## src/rtl/ext_pipe_if.sv

```systemverilog
// Handshake bundle for the immediate-extension pipeline: upstream operand
// channel, downstream result channel and the reserved-mode error counter.
interface ext_pipe_if #(
    parameter int IMM_W = 16,
    parameter int OUT_W = 32
);
    logic             in_valid;
    logic             in_ready;
    logic [IMM_W-1:0] imm;
    logic [2:0]       EOp;
    logic             out_valid;
    logic             out_ready;
    logic [OUT_W-1:0] ext;
    logic             eop_err;
    logic [7:0]       err_cnt;

    modport master (
        output in_valid, imm, EOp, out_ready,
        input  in_ready, out_valid, ext, eop_err, err_cnt
    );

    modport slave (
        input  in_valid, imm, EOp, out_ready,
        output in_ready, out_valid, ext, eop_err, err_cnt
    );
endinterface

```

## src/rtl/ext_pipe.sv

```systemverilog
// Two-stage immediate extender: S1 captures the operand, S2 holds the
// extended result; both stages advance under valid/ready back-pressure.
module ext_pipe #(
    parameter int IMM_W = 16,
    parameter int OUT_W = 32,
    parameter int SHAMT = 2
) (
    input  logic        clk,
    input  logic        reset,
    ext_pipe_if.slave   bus
);
    localparam logic [2:0] EOP_SEXT  = 3'b000;
    localparam logic [2:0] EOP_ZEXT  = 3'b001;
    localparam logic [2:0] EOP_UPPER = 3'b010;
    localparam logic [2:0] EOP_BROFF = 3'b011;
    localparam logic [2:0] EOP_SBYTE = 3'b100;
    localparam logic [2:0] EOP_ZBYTE = 3'b101;

    logic             s1_valid_reg;
    logic [IMM_W-1:0] s1_imm_reg;
    logic [2:0]       s1_eop_reg;

    logic             s2_valid_reg;
    logic [OUT_W-1:0] s2_ext_reg;
    logic             s2_err_reg;

    logic [7:0]       err_cnt_reg;

    logic             s2_load;
    logic             in_fire;
    logic             out_fire;
    logic [OUT_W-1:0] ext_next;
    logic             err_next;

    logic signed [IMM_W-1:0] imm_s;
    logic signed [7:0]       byte_s;

    // S2 can take S1 whenever it is empty or its result leaves this cycle.
    assign s2_load  = s1_valid_reg && (!s2_valid_reg || bus.out_ready);
    assign in_fire  = bus.in_valid && bus.in_ready;
    assign out_fire = s2_valid_reg && bus.out_ready;

    assign bus.in_ready  = !s1_valid_reg || s2_load;
    assign bus.out_valid = s2_valid_reg;
    assign bus.ext       = s2_ext_reg;
    assign bus.eop_err   = s2_err_reg;
    assign bus.err_cnt   = err_cnt_reg;

    assign imm_s  = s1_imm_reg;
    assign byte_s = s1_imm_reg[7:0];

    // Size casts of signed operands sign-extend; unsigned ones zero-extend.
    always_comb begin
        ext_next = '0;
        err_next = 1'b0;
        case (s1_eop_reg)
            EOP_SEXT:  ext_next = OUT_W'(imm_s);
            EOP_ZEXT:  ext_next = OUT_W'(s1_imm_reg);
            EOP_UPPER: ext_next = OUT_W'(s1_imm_reg) << (OUT_W - IMM_W);
            EOP_BROFF: ext_next = OUT_W'(imm_s) << SHAMT;
            EOP_SBYTE: ext_next = OUT_W'(byte_s);
            EOP_ZBYTE: ext_next = OUT_W'(s1_imm_reg[7:0]);
            default:   err_next = 1'b1;
        endcase
    end

    always_ff @(posedge clk) begin
        if (reset) begin
            s1_valid_reg <= 1'b0;
            s1_imm_reg   <= '0;
            s1_eop_reg   <= '0;
        end else if (in_fire) begin
            s1_valid_reg <= 1'b1;
            s1_imm_reg   <= bus.imm;
            s1_eop_reg   <= bus.EOp;
        end else if (s2_load) begin
            s1_valid_reg <= 1'b0;
        end
    end

    always_ff @(posedge clk) begin
        if (reset) begin
            s2_valid_reg <= 1'b0;
            s2_ext_reg   <= '0;
            s2_err_reg   <= 1'b0;
        end else if (s2_load) begin
            s2_valid_reg <= 1'b1;
            s2_ext_reg   <= ext_next;
            s2_err_reg   <= err_next;
        end else if (out_fire) begin
            s2_valid_reg <= 1'b0;
        end
    end

    // Counts delivered reserved-mode results, sticking at 255.
    always_ff @(posedge clk) begin
        if (reset) begin
            err_cnt_reg <= 8'd0;
        end else if (out_fire && s2_err_reg && (err_cnt_reg != 8'hFF)) begin
            err_cnt_reg <= err_cnt_reg + 8'd1;
        end
    end
endmodule

```

## src/flat_wrapper.sv

```systemverilog
// flat-port wrapper written by rule: the top's interface ports become plain ports
module ext_pipe_flat 
#(
    parameter int IMM_W = 16,
    parameter int OUT_W = 32,
    parameter int SHAMT = 2
)
  (clk, reset, bus_in_valid, bus_imm, bus_EOp, bus_out_ready, bus_in_ready, bus_out_valid, bus_ext, bus_eop_err, bus_err_cnt);
  ext_pipe_if #(.IMM_W(IMM_W), .OUT_W(OUT_W)) bus_i ();
  input  logic clk;
  input  logic reset;
  input wire logic [$bits(bus_i.in_valid)-1:0] bus_in_valid;
  input wire logic [$bits(bus_i.imm)-1:0] bus_imm;
  input wire logic [$bits(bus_i.EOp)-1:0] bus_EOp;
  input wire logic [$bits(bus_i.out_ready)-1:0] bus_out_ready;
  output wire logic [$bits(bus_i.in_ready)-1:0] bus_in_ready;
  output wire logic [$bits(bus_i.out_valid)-1:0] bus_out_valid;
  output wire logic [$bits(bus_i.ext)-1:0] bus_ext;
  output wire logic [$bits(bus_i.eop_err)-1:0] bus_eop_err;
  output wire logic [$bits(bus_i.err_cnt)-1:0] bus_err_cnt;
  assign bus_i.in_valid = bus_in_valid;
  assign bus_i.imm = bus_imm;
  assign bus_i.EOp = bus_EOp;
  assign bus_i.out_ready = bus_out_ready;
  assign bus_in_ready = bus_i.in_ready;
  assign bus_out_valid = bus_i.out_valid;
  assign bus_ext = bus_i.ext;
  assign bus_eop_err = bus_i.eop_err;
  assign bus_err_cnt = bus_i.err_cnt;
  ext_pipe #(.IMM_W(IMM_W), .OUT_W(OUT_W), .SHAMT(SHAMT)) u_core (.clk(clk), .reset(reset), .bus(bus_i));
endmodule
```

## config.mk

```make
export PLATFORM = sky130hd
export DESIGN_NAME = ext_pipe_flat
export DESIGN_NICKNAME = d
export VERILOG_FILES = /design/src/rtl/ext_pipe_if.sv /design/src/rtl/ext_pipe.sv /design/src/flat_wrapper.sv
export SDC_FILE = /design/constraint.sdc
export NUM_CORES = 1
export LEC_CHECK = 0
export ABC_AREA = 1
export CORE_MARGIN = 3
export CORE_UTILIZATION = 44
export DETAILED_ROUTE_END_ITERATION = 10
export GPL_TIMING_DRIVEN = 0
export PLACE_DENSITY = 0.75
export SLEW_MARGIN = 20
export SYNTH_ARGS = -nofsm -noshare
export SYNTH_HDL_FRONTEND = slang
export SYNTH_SLANG_ARGS = --single-unit
```

## constraint.sdc

```tcl
create_clock -name clk -period 1.3 [get_ports clk]
set_input_delay 0.26 -clock clk [delete_from_list [all_inputs] [get_ports clk]]
set_output_delay 0.26 -clock clk [all_outputs]
set_load 0.01 [all_outputs]
```

* Word level (Yosys, flattened, before mapping)
Index checks and enable logic that the tools add are counted. Widths: inputs -> output; s select.
Word-level totals: register bits 62, input port bits 23, output and inout port bits 43, logic and storage cells 33
Operators by class: add/subtract/negate cells 1, eq/ne operators 6, mux-type cells 6, reduce and logical (&&, ||, !) cells 13
Operator list (count):
- $pmux 32 s6 | 1
- $add 8x1->8 const B | 1
- $ne 8x8->1 const B | 1
- $eq 3x2->1 const B | 2
- $eq 3x3->1 const B | 2
- $reduce_or 6->1 | 1
- $logic_and 1x1->1 | 5
- $mux 1 | 5
- $reduce_bool 2->1 | 2
- $eq 3x1->1 const B | 1
- $logic_not 3->1 | 1
- $logic_not 1->1 | 2
- $logic_or 1x1->1 | 2

* Logic depth before layout (Yosys ltp)
depth in word-level cells 6, gate-level depth with buffers 9, gate-level depth less buffers 8

* Worst setup path before layout
Ideal clock, no wire load.
path type reg-to-reg, from register u_core.err_cnt_reg[0], in the netlist u_core.bus.err_cnt[0], to register u_core.err_cnt_reg[0], in the netlist u_core.bus.err_cnt[0], setup time 0.128 ns, data arrival time 1.255 ns, required time 1.172 ns, slack -0.083 ns, cell stages (with the launch flop) 8, buffers on the path 1, period minus slack after synthesis 1.383 ns, path through dfxtp_1 > ha_1 > inv_1 > nor2_1 > a21oi_1 > buf_2 > o21ai_0 > a21oi_1
On the way: word-level cells in the longest chain between the ends 2, elaborated cells between the ends (all ways) 3, classes of those cells add/sub (1); eq/ne (1); reduce/logical (1)
Ends and longest elaborated chain:
- start, declared | line ext_pipe.sv:27 | logic [7:0] err_cnt_reg;
- start signal, assigned | line ext_pipe.sv:100 | err_cnt_reg <= err_cnt_reg + 8'd1;
- branches (longest 2 deep; another with $add 8x1->8)
Parallel ways; which one is timed is not known. A chain may end at the register's enable or synchronous reset.

* Final worst setup path
from input bus_out_ready, to output bus_in_ready
On the way: word-level cells in the longest chain between the ends 3
Ends and longest elaborated chain:
- start, declared | line flat_wrapper.sv:15 | input wire logic [$bits(bus_i.out_ready)-1:0] bus_out_ready;
- $logic_or 1x1->1 | line ext_pipe.sv:39 | assign s2_load = s1_valid_reg && (!s2_valid_reg || bus.out_ready);
- $logic_and 1x1->1 | line ext_pipe.sv:39
- $logic_or 1x1->1 | line ext_pipe.sv:43 | assign bus.in_ready = !s1_valid_reg || s2_load;
- end, declared | line flat_wrapper.sv:16 | output wire logic [$bits(bus_i.in_ready)-1:0] bus_in_ready;
No other way between the ends.

==> run summary <==
Register area share after synthesis = 46.1%
Initial antenna violation count = 0
Static Leakage = 1.67 nW
Cell count after synthesis = 384
Die W = 84.2 um
Filler Cell Count = 541
Clock latency on the worst-skew pair = 0.33 ns
Synth top area cells = dfxtp_1 (46%), nand2_1 (15%), a21oi_1 (9.5%)
Critical path launch point type = input pin
Clock Tree Root = clkbuf_8
Mapped Area = 0.00269 mm^2
Clock sinks = 62
WL/cell = 13.8 um
Die Span Y = 84.2 um
Starting Density = 47.2%
Number of flip-flops in the largest register = 32
Crit path max-delay family = buffers and inverters
WS Path Type = in -> out
Synthesis-stage register bit count = 62
Final WS setup = -0.00130 ns
Critical Path Slowest Stage Cell = clkdlybuf4s50_1
Drc violations = 0
Vias in the first global route = 2542
Achievable Freq = 0.768 GHz
Leading area contributor after synthesis = dfxtp_1
Number of I/O pins = 66
Site Rows = 27
Routed via count = 2833
Critical path, cell by cell = clkdlybuf4s50_1 > inv_2 > nand3_2 > buf_2
CTS tree = yes
Post-Route WL = 7.48 mm
CP Data Arrival Time = 1.04 ns
DIE AREA = 0.00710 mm^2
PD cells = 1070 mW/mm^2
Average vias per placed instance = 5.22
Drt first pass iters = 5
GRT Overall Usage = 20.9%
Final hold viol count = 0
Worst min path class = reg -> reg
Worst Path Required = 1.04 ns
Critical Path Sink Type = output port
Global-route wire length before repair = 11.9 mm
Layout area overhead = 41.3%
Yosys top cell area share = 46.1%
Share of cells above drive strength 1 = 18.7%
Final Non-Filler Cells = 543
Synth Warn # = 0
I/O Buffers = 65
Buffers plus inverters on the worst setup path = 3
Final setup violating endpoints = 1
Pwr Total = 4.08 mW
ANT nets after route = 0
RSZ-0062 raised after global routing = true
Net Count, Synth = 408
DP Cell Count = 521
Clock transition at path regs = 0.07 ns
Core area = 0.00571 mm^2
Final Skew = 0.00942 ns
Hold Buf Count CTS = 0
Max IR drop VDD = 0.777 mV
Slew headroom = 63.9%
Final Net Count = 490
Violated checks = negative setup slack
Fin. max-slew vios = 0
H-tree levels = 3
Max Cap Violations = 0
Grt ovf = 0
Crit path largest cell delay = 0.50 ns
Mean Syn Cell Area = 7.02 um^2
Number of buffers created by CTS = 9
Post-DP HPWL = 5.52 mm
Status = finished with violations
Critical Path Fanout Max = 3
Netlist cell types = 23
Largest net degree at the start of global routing = 12
Worst Tran Pin Value = 0.542 ns
Final period util = 100%
GP Congestion = 0.986
Pre-CTS setup slack = -0.631 ns
Max Root-Sink Buffers = 2
N_diodes = 0
Fin crit period = 1.30 ns
Initial DRC count = 190
cell type report:
type	count	area, um^2	area share (%)
Tap cell	72	90.1	2.37
Timing Repair Buffer	71	641	16.8
Clock inverter	6	37.5	0.986
Clock buffer	10	138	3.62
Multi-Input combinational cell	274	1370	35.9
Sequential cell	62	1260	33.2
Inverter	23	97.6	2.56
Buffer	25	174	4.57
worst reg2reg max path, stage by stage (launching register included):
cell and delay [ns]:
dfxtp_4 0.37, ha_4 0.17, inv_4 0.06, nor2_4 0.04
a21oi_4 0.15, buf_6 0.14, nand2_2 0.05, nand2_1 0.06
nand2_1 0.04, nor2_1 0.10
path summary, 6_finish.rpt:
kind	endpoint	startpoint	slack [ns]	depth (start not counted)
max	bus_in_ready	bus_out_ready	-0.001	4
min	u_core.bus.ext[18]$_SDFFE_PP0P_	u_core.bus.ext[18]$_SDFFE_PP0P_	0.46	2
max reg2reg	u_core.bus.err_cnt[6]$_SDFFE_PP0P_	u_core.bus.err_cnt[0]$_SDFFE_PP0P_	0.07	9
min reg2reg	u_core.bus.ext[18]$_SDFFE_PP0P_	u_core.bus.ext[18]$_SDFFE_PP0P_	0.46	2
metal layers:
layer  part of all wire [%]  vias up  global-route usage (%)
li1                       -     1439                       -
met1                     44     1275                    25.5
met2                     47       97                    34.6
met3                    6.6       22                    5.30
met4                    2.7        0                    9.65
met5                      0        -                       0
logic make-up (layout without fill, tap and decap cells):
kind of cell / Yosys count / after routing / synth area share, %
simple gates: 188 / 188 / 29.7
compound gates: 82 / 82 / 15.4
flops: 62 / 62 / 46.1
buf+inv: 48 / 135 / 7.34
xor+xnor: 3 / 3 / 0.976
fa+ha+maj: 1 / 1 / 0.464
cell usage after synthesis:
cell and instances:
ha_1 1, buf_2 11, clkinv_1 1, nand2_1 106
buf_1 3, nand3_1 30, o22ai_1 4, xnor2_1 1
nor2_4 1, o21ai_0 27, clkbuf_1 10, nor2_1 32
dfxtp_1 62, nand3_2 1, inv_1 21, nand4_1 15
nor2_2 1, a21oi_1 51, inv_2 1, buf_4 1
nor3_1 1, and3_1 1, xor2_1 2
placed cells by master, fill, tap and decap left out, types with 2 or more instances in the layout:
master | netlist | routed
nor2_1 | 32 | 27
o21ai_1 | 0 | 5
clkdlybuf4s50_1 | 0 | 22
inv_2 | 1 | 2
o22ai_1 | 4 | 4
clkdlybuf4s15_1 | 0 | 2
xor2_1 | 2 | 2
inv_1 | 21 | 17
nor2_4 | 1 | 4
a21oi_1 | 51 | 42
clkbuf_8 | 0 | 10
inv_4 | 0 | 3
a21oi_2 | 0 | 8
dfxtp_1 | 62 | 51
o21ai_0 | 27 | 20
buf_6 | 0 | 6
dfxtp_2 | 0 | 8
o21ai_2 | 0 | 2
nand3_1 | 30 | 29
dfxtp_4 | 0 | 3
buf_2 | 11 | 6
buf_4 | 1 | 12
clkbuf_1 | 10 | 2
clkinv_2 | 0 | 3
clkinvlp_4 | 0 | 4
nand4_1 | 15 | 15
nand2_2 | 0 | 4
nor2_2 | 1 | 3
dlygate4sd2_1 | 0 | 40
nand3_2 | 1 | 2
clkbuf_2 | 0 | 5
nand2_1 | 106 | 101
stage by stage:
stage                     hold slack [ns]  cell area, um^2  util [%]  setup TNS, ns
after global placement              0.454             3440      60.3         -26.81
after CTS                           0.464             3650      64.0       -0.00343
after floorplan                     0.427             2700         -              0
after global routing                0.478             3810      66.7        -0.0924
after detailed placement            0.456             3440      60.3         -27.89
final                               0.462             3810      66.7       -0.00130
power by group:
group | internal (mW) | switching, mW | total, mW | leakage (nW)
sequential | 1.98 | 0.0803 | 2.06 | 0.512
clock | 0.731 | 0.744 | 1.48 | 0.0841
combinational | 0.245 | 0.307 | 0.551 | 1.08
repair_timing:
action / in CTS / in global routing
setup buffers: 3 / 1
endpoints found under the setup margin: 103 / 61
pin swaps: 4 / 7
resized for setup: 79 / 66
cloned: 1 / 1
Note: power is estimated with default switching activity, not from simulation.
